==> src/rtl/nand_counter.sv <==
// rtl/nand_counter.sv - loadable up-counter built from NAND cells, with a registered wrap pulse
// All next-state logic is NAND instances; the only behavioural blocks are the state flops.

module basic_nand (
  input  logic a,
  input  logic b,
  output logic y
);
  assign y = ~(a & b);
endmodule

// Relay model: two series contacts pull the output low only when both coils are energised.
module physical_level_nand (
  input  logic a,
  input  logic b,
  output logic y
);
  logic pull_down;
  assign pull_down = a & b;
  assign y = pull_down ? 1'b0 : 1'b1;
endmodule

module nand_cell #(
  parameter bit USE_PHYSICAL = 1'b0
) (
  input  logic a,
  input  logic b,
  output logic y
);
  generate
    if (USE_PHYSICAL) begin : g_phys
      physical_level_nand u_nand (.a(a), .b(b), .y(y));
    end else begin : g_basic
      basic_nand u_nand (.a(a), .b(b), .y(y));
    end
  endgenerate
endmodule

module nand_counter #(
  parameter int WIDTH        = 16,
  parameter bit USE_PHYSICAL = 1'b0
) (
  input  logic             clk,
  input  logic             rst,
  input  logic             st,
  input  logic             en,
  input  logic [WIDTH-1:0] x,
  output logic [WIDTH-1:0] q,
  output logic             wrap
);
  logic [WIDTH:0]   carry;
  logic [WIDTH-1:0] sum;
  logic [WIDTH-1:0] d;
  logic             wrap_nst;
  logic             wrap_n;
  logic             wrap_d;

  assign carry[0] = en;

  generate
    for (genvar i = 0; i < WIDTH; i++) begin : g_bit
      logic xor_t, xor_u, xor_v;
      logic and_n;
      logic nst, mux_a, mux_b;

      // Half adder: sum = q ^ c (4 NANDs), carry = q & c (2 NANDs)
      nand_cell #(.USE_PHYSICAL(USE_PHYSICAL)) u_xor0 (.a(q[i]),  .b(carry[i]), .y(xor_t));
      nand_cell #(.USE_PHYSICAL(USE_PHYSICAL)) u_xor1 (.a(q[i]),  .b(xor_t),    .y(xor_u));
      nand_cell #(.USE_PHYSICAL(USE_PHYSICAL)) u_xor2 (.a(carry[i]), .b(xor_t), .y(xor_v));
      nand_cell #(.USE_PHYSICAL(USE_PHYSICAL)) u_xor3 (.a(xor_u), .b(xor_v),    .y(sum[i]));
      nand_cell #(.USE_PHYSICAL(USE_PHYSICAL)) u_and0 (.a(q[i]),  .b(carry[i]), .y(and_n));
      nand_cell #(.USE_PHYSICAL(USE_PHYSICAL)) u_and1 (.a(and_n), .b(and_n),    .y(carry[i+1]));

      // Gating x with st keeps an unknown x out of q while not loading.
      nand_cell #(.USE_PHYSICAL(USE_PHYSICAL)) u_mux0 (.a(st),     .b(st),     .y(nst));
      nand_cell #(.USE_PHYSICAL(USE_PHYSICAL)) u_mux1 (.a(x[i]),   .b(st),     .y(mux_a));
      nand_cell #(.USE_PHYSICAL(USE_PHYSICAL)) u_mux2 (.a(sum[i]), .b(nst),    .y(mux_b));
      nand_cell #(.USE_PHYSICAL(USE_PHYSICAL)) u_mux3 (.a(mux_a),  .b(mux_b),  .y(d[i]));
    end
  endgenerate

  // Final carry only rises when en=1 and q is all-ones; a load suppresses it.
  nand_cell #(.USE_PHYSICAL(USE_PHYSICAL)) u_wrap0 (.a(st),           .b(st),       .y(wrap_nst));
  nand_cell #(.USE_PHYSICAL(USE_PHYSICAL)) u_wrap1 (.a(carry[WIDTH]), .b(wrap_nst), .y(wrap_n));
  nand_cell #(.USE_PHYSICAL(USE_PHYSICAL)) u_wrap2 (.a(wrap_n),       .b(wrap_n),   .y(wrap_d));

  always_ff @(posedge clk or posedge rst) begin
    if (rst) begin
      q    <= '0;
      wrap <= 1'b0;
    end else begin
      q    <= d;
      wrap <= wrap_d;
    end
  end
endmodule

==> config.mk <==
export PLATFORM = sky130hd
export DESIGN_NAME = nand_counter
export DESIGN_NICKNAME = d
export VERILOG_FILES = /design/src/rtl/nand_counter.sv
export SDC_FILE = /design/constraint.sdc
export NUM_CORES = 1
export LEC_CHECK = 0
export ABC_CLOCK_PERIOD_IN_PS = 6700
export BUFFER_PORTS_ARGS = -buffer_cell sky130_fd_sc_hd__buf_2
export CAP_MARGIN = 15
export CORE_UTILIZATION = 52
export CTS_CLUSTER_SIZE = 12
export DETAILED_ROUTE_END_ITERATION = 7
export GPL_TIMING_DRIVEN = 1
export HOLD_SLACK_MARGIN = 0.03
export PLACE_DENSITY = 0.8
export SLEW_MARGIN = 10
export SYNTH_ARGS = -nofsm -noshare
export SYNTH_HDL_FRONTEND = slang
export SYNTH_HIERARCHICAL = 1
export SYNTH_SLANG_ARGS = --single-unit
==> constraint.sdc <==
create_clock -name clk -period 6.7 [get_ports clk]
set_clock_uncertainty 0.05 [all_clocks]
set_input_delay 1.34 -clock clk [delete_from_list [all_inputs] [get_ports clk]]
set_output_delay 1.34 -clock clk [all_outputs]
set_load 0.005 [all_outputs]
# After elaboration in Yosys (flattened, before gate mapping)
# Index checks and enable logic that the tools add are counted.
# word_totals
register_bits	17
inputBits	20
word_cells	228
out_inout_bits	17
# op_classes
n_bitwise	226
# ops
op	count
bitwise AND 1 bit	113
inverter 1 bit	113

# Depth between registers and ports, before layout
# Gate-level depths: netlist of the first run.
# depth
ltp_word	25
mapped_depth	35
mapped_depth_nobuf	35

# Cells and area by module
# Netlist of the first run, hierarchy kept.
# modules_own_cells
mod	cells_per_inst	area_per_inst_um2	seq_area_each_um2	n_inst
basic_nand	1	3.8	0.0	163
nand_counter	18	429.2	425.4	1

# Worst setup path before layout of the first run
# No wires, ideal clock.
# synth_path
path_kind	input to register
start	input port en
end	register q[15]
setup_time_ns	0.116
n_path_buf	0
path_stages	35
slack_ns	2.647
required_ns	6.534
arrival_time_ns	3.887
cell_sequence	nand2_1 nand2_1 nand2_1 nand2_1 nand2_1 nand2_1 nand2_1 nand2_1 nand2_1 nand2_1 nand2_1 nand2_1 nand2_1 nand2_1 nand2_1 nand2_1 nand2_1 nand2_1 nand2_1 nand2_1 nand2_1 nand2_1 nand2_1 nand2_1 nand2_1 nand2_1 nand2_1 nand2_1 nand2_1 nand2_1 nand2_1 nand2_1 nand2_1 nand2_1 nand2_1
# synth_via
elab_chain_cells	25
word_cells_on_any_way	27
classes_between	bitwise (27)
# synth_rtl
item	line	source
from (decl)	46	input logic en,
bitwise AND 1 bit	9	assign y = ~(a & b);
named net carry[1]	51	logic [WIDTH:0] carry;
bitwise AND 1 bit	9	
named net carry[2]	51	
bitwise AND 1 bit	9	
named net carry[3]	51	
bitwise AND 1 bit	9	
named net carry[4]	51	
[... 1 more ...]	-	
named net carry[5]	51	
[... 1 more ...]	-	
named net carry[6]	51	
[... 1 more ...]	-	
named net carry[7]	51	
[... 1 more ...]	-	
named net carry[8]	51	
[... 1 more ...]	-	
named net carry[9]	51	
[... 1 more ...]	-	
named net carry[10]	51	
[... 1 more ...]	-	
named net carry[11]	51	
[... 1 more ...]	-	
named net carry[12]	51	
[... 1 more ...]	-	
named net carry[13]	51	
[... 1 more ...]	-	
named net carry[14]	51	
[... 1 more ...]	-	
named net carry[15]	51	
[... 2 more ...]	-	
named net g_bit[15].xor_t	62	logic xor_t, xor_u, xor_v;
[... 2 more ...]	-	
named net g_bit[15].xor_u	62	
[... 1 more ...]	-	
inverter 1 bit	9	
named net sum[15]	52	logic [WIDTH-1:0] sum;
bitwise AND 1 bit	9	
inverter 1 bit	9	
named net g_bit[15].mux_b	64	logic nst, mux_a, mux_b;
bitwise AND 1 bit	9	
inverter 1 bit	9	
named net d[15]	53	logic [WIDTH-1:0] d;
to (signal assigned)	89	q <= '0;
to (signal assigned)	92	q <= d;
to (decl)	48	output logic [WIDTH-1:0] q,
# The timed path passes the listed nets, and every way through them passes these cells.

# Worst setup path after layout of the first run
# Same ends and word-level chain as after synthesis.

==> metrics.md, run 1 <==
| Metric | Value |
|---|---|
| Num Clock Sinks | `17` |
| Most frequent cell after synthesis | `nand2_1` |
| Clock network power share | `under 10%` |
| Final Setup Violations | `0` |
| Max-slew headroom | `just over 50%` |
| GRT Util Overall | `18.2%` |
| Vias in the first global route | `between 700 and 800` |
| Final Util | `a little under three quarters` |
| HP Start | `q[12]` |
| Worst r2r src | `q[0]` |
| Post-Syn Nets | `approximately 200` |
| Vias | `between 1000 and 1500` |
| Total negative slack | `0 ns` |
| Total power | `between 700 and 800 µW` |
| Die span in y | `approximately 47 µm` |
| DRC | `0` |
| Layout cells sized above 1 | `17.6%` |
| Clk slew on worst S/H paths | `around 0.10 ns` |
| Seq pwr share | `a little over a quarter` |
| Post-synth EDFFs | `0` |
| Port Buffer Count | `36` |
| Antenna violations before repair | `0` |
| Clock latency on the worst-skew pair | `0.29 ns` |
| Placed cells | `between 200 and 250` |
| Critical path type | `input port to flip-flop` |
| Hold Path Stages | `4` |
| Max IR drop VDD | `between 0.3 and 0.4 mV` |
| Seq cells post-synth | `17` |
| Worst-margin pin slew | `between 0.7 and 0.8 ns` |
| Layout Cells excl Fill | `between 200 and 250` |
| Hold slack | `between 0.5 and 0.6 ns` |
| Worst hold endpoint | `q[12]` |
| Full die area | `approximately 0.0022 mm²` |
| Worst r2r dst | `q[15]` |
| Setup WS post-layout | `~2.5 ns` |
| Post-DP HPWL | `~1300 µm` |
| Final Cell Area | `between 0.001 and 0.0015 mm²` |
| Endpoints failing hold | `0` |
| Mapped Area | `0.00104 mm²` |
| Gate Count Post-Synth | `roughly 180` |
| # Post-CTS Setup Buffers | `0` |
| Pwr Density | `567 mW/mm²` |
| Drt wl/cell | `7.41 µm` |
| First-pass GRT wire length | `around 2700 µm` |
| Status | `finished, final reports clean` |
| Yosys warning count | `6` |
| R2R setup slack | `~3.3 ns` |
| RSZ-0062 raised after global routing | `false` |
| Post-CTS Hold Fix Bufs | `0` |
| Synth top area share | `58.8%` |
| Worst EP required | `between 6 and 7 ns` |
| P_int | `360 µW` |
| Placed instance area | `~0.0013 mm²` |
| Wirelength, routed | `between 1500 and 2000 µm` |
| Routability cong. | `~0.6` |
| Critical path arrival | `roughly 4.3 ns` |
| Critical Path Source Type | `input port` |
| Seq/Total Area, Yosys | `between 40 and 50%` |
| Fin nets | `242` |
| Yosys cell types | `3` |
| N_diodes | `0` |
| Worst stage delay on the critical path | `between 0.1 and 0.15 ns` |
| Post-CTS sizing | `0` |
| Maximum clock path buffer count | `2` |
| CP max stage cell | `nand2_1` |
| Placement Setup Slack | `2.26 ns` |
| Fill cells | `around 180` |
| I/O pin count | `37` |
| Leakage | `between 0.8 and 0.9 nW` |
| Slew Viols, Final | `0` |
| Gr ovfl total | `0` |
| CTS buffer count | `3` |
| Row count | `15` |
| Psw | `approximately 370 µW` |
| Core Region | `between 0.0015 and 0.002 mm²` |
| Chip width | `~47 µm` |
| Initial Util | `between 50% and 60%` |
| Syn_area_per_cell | `about 5.8 µm²` |
| Synth cell count leaders | `nand2_1 (163), dfrtp_1 (17), inv_1 (1)` |
| Crit share post-route | `around 62%` |
| Crit path top cell by count | `nand2_1` |
| Worst-path fanout max | `3` |
| Combinational share of power | `66.1%` |
| Max cap viols | `0` |
| Area occupied by multi-input gates | `slightly above 600 µm²` |
| DRT iter0 DRCs | `17` |
| Largest net degree at the start of global routing | `slightly above 50` |
| Maximum clock rate | `240 MHz` |
| R2R depth | `35` |
| Area contributors post-synth | `nand2_1 (59%), dfrtp_1 (41%), inv_1 (0.36%)` |
| CTS tree | `done` |
| Clk root buf | `clkbuf_4` |
| Yosys top cell by area | `nand2_1` |
| H-Tree Depth | `1` |
| FFs w/ async S/R, synth | `100%` |
| Routed Antenna Nets | `0` |
| Storage cell area | `~430 µm²` |
| Dominant synthesized flop cell | `dfrtp_1` |
| Crit end category | `flip-flop` |
| Pre-Repair DR Iteration Count | `4` |
| Post-DR vias/cell | `about 4.3` |
| Tightest Hold Check Type | `flip-flop to flip-flop` |
| Area Growth Syn to Fin | `22.8%` |
| Net Sw Frac | `50.3%` |
| Tmin final | `between 4 and 5 ns` |
[area by class of cell]
type	instances	share of cell area (%)
tap	25	2.45
multi-input combinational	163	47.8
timing repair buffer	36	14.1
sequential	17	33.3
clock buffer	4	2.05
inverter	1	0.294
[worst max-delay path by stage]
stage,from,to,slack [ns],cells after the start
2_1_floorplan,en,q[15],2.65,35
3_3_place_gp,en,q[15],2.32,36
3_5_place_dp,en,q[15],2.26,36
4_1_cts,en,q[15],2.55,36
5_1_grt,en,q[15],2.00,36
6_report,en,q[15],2.54,36
[cell usage in the layout (no fill, tap or decap)]
cell type	n
dfrtp_1	17
clkbuf_4	3
clkbuf_1	1
inv_1	1
nand2_1	163
buf_2	36
[critical path: cells and delay by family]
family	cells	cell delay, ns
simple gates	35	2.85
buf+inv	1	0.09
[metal layers]
| layer | vias to the layer above | GRT usage [%] | share of wire, % |
|---|---|---|---|
| met4 | 0 | 10.3 | 0.71 |
| met2 | 21 | 30.3 | 45 |
| met1 | 410 | 21.5 | 51 |
| li1 | 630 | - | - |
| met5 | - | 0 | 0 |
| met3 | 2 | 4.62 | 3.5 |
[cells by family after synthesis]
logic type | Yosys count | share of synthesized area, %
and+or+nand+nor | 163 | 58.8
DFF | 17 | 40.9
buffers and inverters | 1 | 0.360
[power by group through the flow]
stage / Sequential [mW] / Clock, mW / Combinational [mW]
after floorplan: 0.196 / 0 / 0.374
after global placement: 0.190 / 0 / 0.461
after detailed placement: 0.193 / 0 / 0.480
after CTS: 0.190 / 0.0597 / 0.484
after global routing: 0.198 / 0.0640 / 0.578
final: 0.191 / 0.0557 / 0.479
[sequential cells by signal (all words and copies together), names as in the netlist]
| register | cells |
|---|---|
| q | 16 |
| wrap | 1 |
(Power assumes the default switching activity.)
==> run 2, diff against run 1 <==
- ABC_AREA: default -> 1
- ABC_CLOCK_PERIOD_IN_PS: 6700 -> 4200
- CORE_UTILIZATION: 52 -> 48
- PLACE_DENSITY: 0.8 -> 0.74
- clock period: 6.7 -> 4.2 ns (I/O delays scaled with it)
==> metrics.md, run 2 (synthesis gave the netlist of run 1 again) <==
| Metric | Value |
|---|---|
| Pwr Density | `918 mW/mm² (+62%)` |
| Max cap viols | `0 (unchanged)` |
| Area Growth Syn to Fin | `24.3%` |
| Full die area | `0.00236 mm² (+8.0%)` |
| Clk slew on worst S/H paths | `0.09 ns (about the same)` |
| Placed instance area | `0.00125 mm² (+0.20%)` |
| CTS tree | `done` |
| Leakage | `0.833 nW (about the same)` |
| Tmin final | `3.67 ns` |
| Max reg flops | `16 (unchanged)` |
| Maximum clock rate | `272 MHz` |
| Drt wl/cell | `7.75 µm (+4.5%)` |
| Critical Path Source Type | `input port` |
| Most common cell after layout, fill and taps aside | `nand2_1` |
| Core Region | `0.00200 mm² (+11%)` |
| Port Buffer Count | `36 (unchanged)` |
| Routability cong. | `0.711 (+18%)` |
| Critical path arrival | `3.80 ns (-0.50 ns)` |
| N_diodes | `0 (unchanged)` |
| Placed cells | `244 (+0.83%)` |
| CP max stage cell | `nand2_1` |
| Largest Register | `q` |
| Most frequent cells in the layout | `nand2_1 (158), buf_2 (36), dfrtp_1 (17)` |
| Largest net degree at the start of global routing | `51 (unchanged)` |
| Tightest Hold Check Type | `flip-flop to flip-flop` |
| DRC | `0 (unchanged)` |
| H-Tree Depth | `1 (unchanged)` |
| Setup WS post-layout | `0.526 ns (-2.01 ns)` |
| Fin nets | `242 (unchanged)` |
| CTS buffer count | `3 (unchanged)` |
| Layout cells sized above 1 | `19.9% (+2.3 points)` |
| Clock latency on the worst-skew pair | `0.28 ns (about the same)` |
| Endpoints failing hold | `0 (unchanged)` |
| Initial Util | `52.0% (-5.8 points)` |
| # Post-CTS Setup Buffers | `0 (unchanged)` |
| Slew Viols, Final | `0 (unchanged)` |
| Antenna violations before repair | `0 (unchanged)` |
| Row count | `16 (+1)` |
| Die span in y | `48.6 µm (+3.9%)` |
| Vias | `1059 (-0.38%)` |
| R2R setup slack | `0.76 ns (-2.51 ns)` |
| Worst-margin pin slew | `0.745 ns (+0.0125 ns)` |
| Layout Cells excl Fill | `248 (+0.81%)` |
| Max-slew headroom | `50.4% (-0.83 points)` |
| Final Cell Area | `0.00129 mm² (+1.2%)` |
| Critical path type | `input port to flip-flop` |
| Gr ovfl total | `0 (unchanged)` |
| First-pass GRT wire length | `3570 µm (+30%)` |
| Num Clock Sinks | `17 (unchanged)` |
| Post-DP HPWL | `1420 µm (+8.7%)` |
| HP Start | `q[3]` |
| GRT Util Overall | `19.0% (+0.79 points)` |
| Crit share post-route | `87.5%` |
| Pre-Repair DR Iteration Count | `4 (unchanged)` |
| Worst EP required | `4.33 ns (-2.51 ns)` |
| Crit path top cell by count | `nand2_1` |
| DRT iter0 DRCs | `11 (-6)` |
| Hold slack | `0.569 ns (-0.00409 ns)` |
| Chip width | `48.6 µm (+3.9%)` |
| Status | `finished, final reports clean` |
| Vias in the first global route | `931 (+30%)` |
| Largest regs | `q (16), wrap (1)` |
| Worst r2r src | `q[0]` |
| Routed Antenna Nets | `0 (unchanged)` |
| Worst-path fanout max | `3 (unchanged)` |
| Maximum clock path buffer count | `2 (unchanged)` |
| Wirelength, routed | `1920 µm (+5.4%)` |
| Placement Setup Slack | `0.225 ns (-2.03 ns)` |
| Total negative slack | `0 ns (unchanged)` |
| Hold Path Stages | `4 (unchanged)` |
| I/O pin count | `37 (unchanged)` |
| Worst stage delay on the critical path | `0.11 ns (about the same)` |
| Worst setup path start | `en` |
| Clk root buf | `clkbuf_4` |
| Crit end category | `flip-flop` |
| Max IR drop VDD | `0.527 mV (+65%)` |
| R2R depth | `35 (unchanged)` |
| Post-DR vias/cell | `4.27 (-1.2%)` |
| Final Setup Violations | `0 (unchanged)` |
## run 2: cell type report
class                   count  area [µm²]
clock buffers               4        26.3
multi-input cells         163         624
repair buffers             36         180
inverters                   1        3.75
flip-flops and latches     17         425
well taps                  27        33.8
fillers                   199         708
## run 2: where the power goes
| group | total (mW) | switching (mW) | internal (mW) |
|---|---|---|---|
| sequential | 0.306 | 0.0633 | 0.242 |
| combinational | 0.797 | 0.490 | 0.307 |
| clock | 0.0844 | 0.0476 | 0.0368 |
| total | 1.19 | 0.601 | 0.586 |
## run 2: layer usage
metal	routed length (µm)	global-route usage, %
met1	916	21.9
met2	913	35.9
met3	77	2.83
met4	13	5.88
met5	0	0
## run 2: metrics by stage
stage,total power [mW],util [%]
after floorplan,0.909,-
after global placement,1.04,62.7
after detailed placement,1.08,62.7
after CTS,1.17,64.0
after global routing,1.38,64.6
final,1.19,64.6
## run 2: repair_timing
action	4_1_cts	5_1_grt
gates resized for setup	0	5
hold buffers	0	0
setup endpoints to repair	0	1
## run 2: final timing paths
kind / endpoint
setup / recovery: q[15]
hold / removal: q[3]
setup reg to reg: q[15]
hold reg to reg: q[3]
max in group asynchronous: q[8]
min in group asynchronous: q[9]
## run 2: critical path: cells and delay by family
kind,cells,cell delay [ns]
AND/OR/NAND/NOR,35,2.80
buffers and inverters,1,0.09
